[src/rtl/fetch_pc_select.sv]
// Fetch PC selection and F pipeline register for the Y86-64 pipeline.
// Redirects on jXX mispredict (M) and ret (W); bubbles fetch while a ret is in flight or after halt.
module fetch_pc_select #(
    parameter logic [63:0] RESET_PC    = 64'h0,
    parameter int unsigned RET_BUBBLES = 3
) (
    input  logic        clk,
    input  logic        rst_n,
    input  logic [63:0] predPC,
    input  logic [3:0]  f_icode,
    input  logic [3:0]  M_icode,
    input  logic        M_cnd,
    input  logic [63:0] M_valA,
    input  logic [3:0]  W_icode,
    input  logic [63:0] W_valM,
    input  logic        stall_F,
    output logic [63:0] f_pc,
    output logic [63:0] F_predPC,
    output logic        fetch_bubble,
    output logic        mispredict,
    output logic        ret_pending,
    output logic        halted
);

    localparam logic [3:0] IHalt = 4'h0;
    localparam logic [3:0] IJxx  = 4'h7;
    localparam logic [3:0] IRet  = 4'h9;
    localparam logic [1:0] RetCnt = RET_BUBBLES[1:0];

    typedef enum logic [1:0] {StRun, StRetWait, StHalt} state_e;

    state_e      state_q, state_d;
    logic [63:0] pred_pc_q, pred_pc_d;
    logic [1:0]  cnt_q, cnt_d;
    logic        mis, retw;

    assign mis  = (M_icode == IJxx) && !M_cnd;
    assign retw = (W_icode == IRet);

    assign F_predPC    = pred_pc_q;
    assign ret_pending = (state_q == StRetWait);
    assign halted      = (state_q == StHalt);

    // Reset overrides the combinational redirect outputs.
    always_comb begin
        f_pc         = RESET_PC;
        mispredict   = 1'b0;
        fetch_bubble = 1'b0;
        if (rst_n) begin
            mispredict = mis;
            if (mis) begin
                f_pc = M_valA;
            end else if (retw) begin
                f_pc = W_valM;
            end else begin
                f_pc = pred_pc_q;
            end
            case (state_q)
                StRetWait: fetch_bubble = !mis && !(retw && (cnt_q == 2'd0));
                StHalt:    fetch_bubble = !mis;
                default:   fetch_bubble = 1'b0;
            endcase
        end
    end

    always_comb begin
        state_d   = state_q;
        pred_pc_d = pred_pc_q;
        cnt_d     = cnt_q;
        case (state_q)
            StRun: begin
                if (mis) begin
                    pred_pc_d = predPC;
                end else if (stall_F) begin
                    pred_pc_d = pred_pc_q;
                end else if (f_icode == IRet) begin
                    cnt_d   = RetCnt;
                    state_d = StRetWait;
                end else if (f_icode == IHalt) begin
                    state_d = StHalt;
                end else begin
                    pred_pc_d = predPC;
                end
            end
            StRetWait: begin
                cnt_d = (cnt_q == 2'd0) ? 2'd0 : cnt_q - 2'd1;
                // An early ret in W (cnt still nonzero) is not ours yet; keep bubbling.
                if (mis || (retw && (cnt_q == 2'd0))) begin
                    pred_pc_d = predPC;
                    state_d   = StRun;
                end
            end
            StHalt: begin
                if (mis) begin
                    pred_pc_d = predPC;
                    state_d   = StRun;
                end
            end
            default: state_d = StRun;
        endcase
    end

    always_ff @(posedge clk) begin
        if (!rst_n) begin
            state_q   <= StRun;
            pred_pc_q <= RESET_PC;
            cnt_q     <= 2'd0;
        end else begin
            state_q   <= state_d;
            pred_pc_q <= pred_pc_d;
            cnt_q     <= cnt_d;
        end
    end

endmodule

[config.mk]
export PLATFORM = sky130hd
export DESIGN_NAME = fetch_pc_select
export DESIGN_NICKNAME = d
export VERILOG_FILES = /design/src/rtl/fetch_pc_select.sv
export SDC_FILE = /design/constraint.sdc
export NUM_CORES = 1
export LEC_CHECK = 0
export CAP_MARGIN = 15
export CORE_AREA = 3 3 132 134
export CTS_CLUSTER_DIAMETER = 120
export DETAILED_ROUTE_END_ITERATION = 8
export DIE_AREA = 0 0 135 137
export MAX_ROUTING_LAYER = met4
export PLACE_DENSITY = 0.78
export SLEW_MARGIN = 20
export SYNTH_ARGS = -nofsm -noshare
export SYNTH_HDL_FRONTEND = slang
export SYNTH_SLANG_ARGS = --single-unit
export TNS_END_PERCENT = 30
[constraint.sdc]
create_clock -name clk -period 9 [get_ports clk]
set_input_delay 2.7 -clock clk [delete_from_list [all_inputs] [get_ports clk]]
set_output_delay 2.7 -clock clk [all_outputs]
set_load 0.05 [all_outputs]
==> metrics <==
outcome=finished, final reports clean; Achievable Freq=around 120 MHz; commonest non-fill, non-tap cell in the layout=clkdlybuf4s50_1; minimum clock period after layout=roughly 8.1 ns; Yosys cell types=28; CTS clk-pin slew, worst paths=~0.050 ns; Synth Register Bits=68; Adder-Cell Fraction of Synth Area=0.00817; Area contributors post-synth=dfxtp_1 30%, mux2i_1 28%, nand2_1 16%, o211a_1 14%, clkbuf_1 2.9%; GRT Overall Usage=0.177; dpl cell area=8070 sq um; DR WL/cell=approximately 16 um; hold crit path type=reg -> reg; Slew HR=0.557; maxcap violations=0; wirelength, routed=roughly 17000 um; CTS HTree Levels=3; worst r2r src=state_q[1]; crit share post-route=0.897; Critical Path Start=M_icode[1]; critical path arrival=5.37 ns; setup TNS=0 ns; n_diodes=0; post-synthesis xor/xnor area fraction=0.00191; via-per-instance ratio=about 4.6; setup ws final=roughly 0.9 ns; # IOs=340; post-synthesis area per instance=8.46 sq um; final setup fails=0; critical path class=in -> out; first-pass GRT wire length=about 25000 um; Clk pwr share=0.167; CP max FO=68; Net Sw Frac=0.463; sequential area share after synthesis=0.296; Core ar.=approximately 16000 sq um; layout cell share with drive strength beyond 1=0.0293; Yosys top cell area share=0.296; Pint=approximately 1.1 mW; Leak=3.85 nW; simple-gate share of the synthesized area=0.179; Area Overhead vs Synth=81.6%; CTS sink count=slightly below 70; worst hold path startpoint=F_predPC[27]; multiplexer share of the synthesized area=0.283; clock latency on the worst-skew pair=0.33 ns; Sequential Power Share=0.231; clock tree root driver cell=clkbuf_16; CTS tree=built; vias in the first global route=between 4000 and 5000; die height=between 100 and 150 um; DR vias=~5000; Starting Density=0.280; Combinational Power Share=0.602; measured slew at the worst slew-check pin=0.665 ns; skew final=between 0.006 and 0.007 ns; cts hold-fix bufs=0; Die W=between 100 and 150 um; initial antenna violation count=0; num rows=47; Synth Area in Compound Gates=0.158; Worst EP required=between 6 and 7 ns; DR pass1 iterations=4; total grt overflow=0; Synth Cell Area=approximately 4600 sq um; starting DRC count in detailed routing=209; CTS Buf Count=9; Cells after Synth=~540; GP Congestion=just under 0.8; peak supply drop=between 0.0002 and 0.00025 V; Clock Path Buffers=2; combinational family with the most area after synthesis=multiplexers; Total Nets Final=~1100; synth warn=0; final max-slew violation count=0; postcts setup bufs=0; NetSw=~0.94 mW; hpwl dp=roughly 13000 um; worst slack, placed=approximately 0.95 ns; crit end category=output port; final hold vios=0; fillers=1558; Design Area, Final=around 8300 sq um; PD cells=about 240 nW/um^2; Port Buf Inserts=approximately 340; largest net degree at the start of global routing=between 70 and 80; CP Launch Type=input port; Yosys top cell by area=dfxtp_1; cts repair resizes=0; RSZ-0062 raised after global routing=false; DRC viols=0; most frequent cells in the layout=338 x clkdlybuf4s50_1, 194 x nand2_1, 130 x mux2i_1; ANT nets after route=0; syn nets=754; total die area=about 18000 sq um
layout make-up:
cell class,instances,area (sq um),share of cell area
tap,220,275,0.0330
sequential,68,1360,0.163
timing repair buffer,346,3500,0.419
clock buffer,14,244,0.0292
clock inverter,2,35.0,0.00420
multi-input combinational,419,2920,0.349
inverter,5,18.8,0.00225
critical path, stage by stage:
cell and delay, ns:
clkdlybuf4s50_1 0.46, and4bb_2 0.28, nand2_4 0.35, buf_12 0.36
nand2_1 0.14, o211a_1 0.19, clkdlybuf4s50_1 0.82
cell usage after synthesis:
library cell / instances
o221a_2: 1
and2_2: 1
and3_1: 2
nor2_1: 4
buf_4: 5
buf_2: 3
xnor2_1: 1
a311oi_1: 1
buf_1: 1
clkbuf_1: 35
nand4b_1: 1
inv_1: 5
dfxtp_1: 68
a21o_1: 1
nor3_1: 1
o21ai_0: 1
and4bb_2: 2
nand2_1: 195
ha_1: 3
mux2i_1: 130
a211oi_2: 1
o31ai_1: 1
buf_6: 1
nand3_1: 3
a21oi_1: 4
o211a_1: 64
o21a_1: 2
buf_12: 6
path summary, 6_finish.rpt:
check / end / slack, ns / cells past startpoint
max: f_pc[63] / 0.93 / 7
min: F_predPC[27] / 0.47 / 2
max reg2reg: F_predPC[13] / 6.81 / 8
min reg2reg: F_predPC[27] / 0.47 / 2
per-layer routing:
layer / GRT usage / part of all wire / vias up
li1: - / - / 2489
met2: 0.307 / 0.51 / 200
met5: - / 0 / -
met4: 0.0470 / 0.0091 / 0
met3: 0.0412 / 0.071 / 12
met1: 0.208 / 0.41 / 2290
power by group through the flow:
| stage | Sequential (mW) | Clock, mW | Combinational [mW] |
|---|---|---|---|
| after floorplan | 0.742 | 0 | 0.595 |
| after global placement | 0.472 | 0 | 1.22 |
| after detailed placement | 0.474 | 0 | 1.23 |
| after CTS | 0.470 | 0.353 | 1.23 |
| after global routing | 0.483 | 0.363 | 1.29 |
| final | 0.468 | 0.339 | 1.22 |
cell families after synthesis:
group           count (synthesis)
fa+ha+maj                       3
compound gates                 76
buf+inv                        56
xor+xnor                        1
mux                           130
flops                          68
simple gates                  209
registers in the layout, indices dropped and copies added (netlist names):
register,flops
F_predPC,64
cnt_q,2
state_q,2
per-stage QoR:
step	hold slack (ns)	power [mW]	util	cells
floorplan	0.455	1.34	-	543
finish	0.469	2.03	0.509	1074
global placement	0.461	1.70	0.492	1058
detailed placement	0.468	1.70	0.492	1058
CTS	0.477	2.06	0.509	1074
global route	0.497	2.13	0.509	1074
No activity file was read; power rests on OpenSTA's default activity.
